--- config.mk ---
export PLATFORM = sky130hd
export DESIGN_NAME = cond_logic
export DESIGN_NICKNAME = d
export VERILOG_FILES = /design/src/rtl/cond_logic.sv
export SDC_FILE = /design/constraint.sdc
export NUM_CORES = 1
export LEC_CHECK = 0
export BUFFER_PORTS_ARGS = -buffer_cell sky130_fd_sc_hd__buf_2
export CORE_MARGIN = 2
export CORE_UTILIZATION = 25
export DETAILED_ROUTE_END_ITERATION = 12
export GPL_TIMING_DRIVEN = 1
export MAX_ROUTING_LAYER = met4
export PLACE_DENSITY = 0.55
export REMOVE_ABC_BUFFERS = 1
export SYNTH_ARGS = -nofsm -noshare
export SYNTH_HDL_FRONTEND = slang
export SYNTH_SLANG_ARGS = --single-unit
--- constraint.sdc ---
create_clock -name clk -period 1.8 [get_ports clk]
set_input_delay 0.18 -clock clk [delete_from_list [all_inputs] [get_ports clk]]
set_output_delay 0.18 -clock clk [all_outputs]
set_load 0.02 [all_outputs]
--- src/rtl/cond_logic.sv ---
`default_nettype none
// ============================================================================
// cond_logic: ARM condition check, NZCV flag register and write-enable gating
// Rev 1.0
// ============================================================================
module cond_logic (
  input  logic       clk,
  input  logic       reset_n,
  input  logic [3:0] Cond,
  input  logic [3:0] ALUFlags,
  input  logic [1:0] FlagW,
  input  logic       CondLatch,
  input  logic       PCS,
  input  logic       NextPC,
  input  logic       RegW,
  input  logic       MemW,
  output logic       PCWrite,
  output logic       RegWrite,
  output logic       MemWrite,
  output logic       CondEx,
  output logic [3:0] Flags
);

  localparam logic [3:0] C_COND_EQ = 4'b0000;
  localparam logic [3:0] C_COND_NE = 4'b0001;
  localparam logic [3:0] C_COND_CS = 4'b0010;
  localparam logic [3:0] C_COND_CC = 4'b0011;
  localparam logic [3:0] C_COND_MI = 4'b0100;
  localparam logic [3:0] C_COND_PL = 4'b0101;
  localparam logic [3:0] C_COND_VS = 4'b0110;
  localparam logic [3:0] C_COND_VC = 4'b0111;
  localparam logic [3:0] C_COND_HI = 4'b1000;
  localparam logic [3:0] C_COND_LS = 4'b1001;
  localparam logic [3:0] C_COND_GE = 4'b1010;
  localparam logic [3:0] C_COND_LT = 4'b1011;
  localparam logic [3:0] C_COND_GT = 4'b1100;
  localparam logic [3:0] C_COND_LE = 4'b1101;
  localparam logic [3:0] C_COND_AL = 4'b1110;

  logic [3:0] flags_q, flags_d;
  logic       cond_ex_q, cond_ex_d;
  logic       w_cond_pass;
  logic       w_n, w_z, w_c, w_v;

  // Condition is judged against the registered flags only, never ALUFlags.
  assign {w_n, w_z, w_c, w_v} = flags_q;

  always_comb begin
    w_cond_pass = 1'b0;
    case (Cond)
      C_COND_EQ: w_cond_pass = w_z;
      C_COND_NE: w_cond_pass = ~w_z;
      C_COND_CS: w_cond_pass = w_c;
      C_COND_CC: w_cond_pass = ~w_c;
      C_COND_MI: w_cond_pass = w_n;
      C_COND_PL: w_cond_pass = ~w_n;
      C_COND_VS: w_cond_pass = w_v;
      C_COND_VC: w_cond_pass = ~w_v;
      C_COND_HI: w_cond_pass = w_c & ~w_z;
      C_COND_LS: w_cond_pass = ~w_c | w_z;
      C_COND_GE: w_cond_pass = (w_n == w_v);
      C_COND_LT: w_cond_pass = (w_n != w_v);
      C_COND_GT: w_cond_pass = ~w_z & (w_n == w_v);
      C_COND_LE: w_cond_pass = w_z | (w_n != w_v);
      C_COND_AL: w_cond_pass = 1'b1;
      default:   w_cond_pass = 1'b0;
    endcase
  end

  // Flag groups are qualified by the old CondEx, so a same-cycle latch cannot bypass.
  always_comb begin
    flags_d   = flags_q;
    cond_ex_d = cond_ex_q;
    if (FlagW[1] && cond_ex_q) flags_d[3:2] = ALUFlags[3:2];
    if (FlagW[0] && cond_ex_q) flags_d[1:0] = ALUFlags[1:0];
    if (CondLatch) cond_ex_d = w_cond_pass;
  end

  always_ff @(posedge clk or negedge reset_n) begin
    if (!reset_n) begin
      flags_q   <= 4'b0000;
      cond_ex_q <= 1'b0;
    end else begin
      flags_q   <= flags_d;
      cond_ex_q <= cond_ex_d;
    end
  end

  assign PCWrite  = (PCS & cond_ex_q) | NextPC;
  assign RegWrite = RegW & cond_ex_q;
  assign MemWrite = MemW & cond_ex_q;
  assign CondEx   = cond_ex_q;
  assign Flags    = flags_q;

endmodule
`default_nettype wire

==> results.md <==
* Status: finished, final reports clean
* Total power at just under 0.8 mW
* Worst slack at placement at between 0.2 and 0.3 ns
* Worst Setup SP: Flags[0]
* Via density at 4.69
* Clock Sinks at 5
* Filler Cell Count at 137
* TritonCTS Buffers at 3
* Worst-margin pin slew at 0.242 ns
* Flop-to-flop setup slack at 0.29 ns
* Die Span X at 42.7 um
* PostCTS Resize Cnt at 0
* Setup Viol. Count Final at 0
* Most common cell after layout, fill and taps aside: buf_2
* Seq/Total Area, Yosys at 0.334
* Initial drt markers at 4
* Leak at 0.268 nW
* Row cnt at 13
* CP endpoint kind: register
* Pin count of the biggest net entering global routing at 8
* WP data required at 1.92 ns
* Synth async-reset ratio at 1.00
* Final HPWL DP at between 700 and 800 um
* Sw Ratio at 0.417
* Max Cap Viol at 0
* Nature of the critical path startpoint: register
* Nets@finish at a little over 80
* Routed wire per std cell at about 12 um
* Routability cong. at just over 0.7
* Inserted Diodes at 0
* Initial antenna violation count at 0
* DRC Markers at 0
* Final worst-path cycle share at 0.840
* Warnings from Yosys at 0
* Leading area contributor after synthesis: dfrtp_1
* Core area at 1350 um^2
* Setup tns final at 0 ns
* Register bit total from synthesis at 5
* Most frequent cells in the layout: 24 x buf_2, 5 x dfrtp_1, 5 x mux2_2, 4 x nand2_1, 4 x xnor2_1
* Top-Level Pins at 25
* Kind of critical path: register to register
* IO Port Bufs at 24
* Latest clock arrival within the worst-skew pair at between 0.2 and 0.3 ns
* Final worst slack at 0.287 ns
* Router iterations before antenna repair at 4
* P&R area growth vs syn at 45.8%
* Comb pwr share at 0.540
* Mapped Avg Cell Area at between 10 and 15 um^2
* CP Max Fanout at 5
* Ys flop type: dfrtp_1
* Critical path's slowest cell: dfrtp_1
* Final Hold Vio Count at 0
* Clk root buf: clkbuf_4
* Net Switching at 0.330 mW
* Clk_skew at 0.00637 ns
* Synth cell types at 19
* Critical path arrival at 1.63 ns
* Gr usage total at 0.120
* Vias in the first global route at 342
* Post-synth top area share at 0.334
* Clock power frac at 0.169
* Initial Util at 0.277
* Number of synthesized flops with an enable pin at 0
* Syn Inst Count at 37
* Worst path cell trace: xnor2_1 > or3_1 > a32o_1 > a2bb2oi_2 > o221ai_2
* Worst reg2reg path depth at 5
* Rel. slew slack at 0.837
* Share of layout cells above drive strength 1 at 0.523
* Clock-pin transition on the worst setup and hold timing paths at 0.05 ns
* Final WL at approximately 940 um
* Final Critical Period at approximately 1.5 ns
* Area of the mapped netlist at 374 um^2
* Int Pwr at 0.461 mW
* Htree depth at 1
* Unrepaired setup endpoints after global routing: false
* Peak VDD IR at slightly above 700 uV
* Seq pwr share at 0.291
* Vias at 375
* Total grt overflow at 0
* Top post-synthesis cells by area: dfrtp_1 33%, mux2_2 15%, xnor2_1 9.4%
* FMAX at around 0.66 GHz
* Reg-to-Reg Start: Flags[0]
* Bufs on Longest Clock Path at 2
* TritonCTS clock tree: done
* Final Slew Violations at 0
* Hold Path Depth at 2
* Die footprint at 1820 um^2
* Hold Crit Start: ALUFlags[2]
* Global-route wire length before repair at ~1500 um
* Hold WC Path Type: primary input to register
* Antenna viol nets, final at 0
* Die height at 42.7 um
* Delay of the slowest cell on the worst path at slightly above 0.4 ns
* Pwr per Cell Area at 1450 nW/um^2
stage by stage:
stage / area (um^2) / hold WS (ns) / utilization / cells
2_1_floorplan: 370 / -0.116 / - / 36
3_3_place_gp: 509 / 0.00398 / 0.377 / 75
3_5_place_dp: 509 / 0.00360 / 0.377 / 75
4_1_cts: 546 / 0.156 / 0.404 / 80
5_1_grt: 546 / 0.160 / 0.404 / 80
6_report: 546 / 0.166 / 0.404 / 80
critical path: cells and delay by family, from the launching register on:
kind	cells	cell delay [ns]
AOI/OAI and AO/OA	3	0.51
DFF	1	0.41
and+or+nand+nor	1	0.31
xor gates and xnor gates	1	0.16
power by group through the flow:
stage               combinational, mW  clock [mW]  sequential (mW)
global placement                0.426           0            0.231
floorplan                       0.235           0            0.294
finish                          0.427       0.133            0.230
detailed placement              0.427           0            0.234
global route                    0.462       0.149            0.247
CTS                             0.431       0.143            0.233
layout make-up:
| class | count | area, um^2 | share of cell area |
|---|---|---|---|
| flip-flops and latches | 5 | 125 | 0.229 |
| multi-input cells | 30 | 241 | 0.443 |
| repair buffers | 25 | 130 | 0.239 |
| clock buffers | 4 | 26.3 | 0.0482 |
| inverters | 1 | 3.75 | 0.00688 |
| well taps | 15 | 18.8 | 0.0344 |
path summary, 6_finish.rpt:
path / endpoint
setup / recovery: CondEx
hold / removal: Flags[2]
setup reg to reg: CondEx
hold reg to reg: Flags[1]
max in group asynchronous: Flags[3]
min in group asynchronous: Flags[2]
synthesized netlist by cell type (2+ instances only):
master and number:
xnor2_1 4, and2_1 2, mux2i_1 2, nor2_1 2, dfrtp_1 5, mux2_2 5, nand2_1 4, o21ai_0 2
logic make-up after synthesis:
logic type,share of synthesized area
DFF,0.334
and+or+nand+nor,0.174
buffers and inverters,0.0200
muxes,0.204
xor gates and xnor gates,0.0936
AOI/OAI and AO/OA,0.174
state kept, by name (all words and copies together), names as in the netlist:
| signal | flops |
|---|---|
| CondEx | 1 |
| Flags | 4 |
timing repair:
action                    CTS  global route
hold endpoints to repair    5             0
hold buffers                1             0
setup buffers               0             0
layer usage:
layer,GRT usage,share of wire,vias to the layer above
li1,-,-,192
met1,0.153,0.43,167
met2,0.167,0.47,16
met3,0.0553,0.10,0
met4,0.0375,0,0
met5,-,0,-
(Power assumes the default switching activity.)
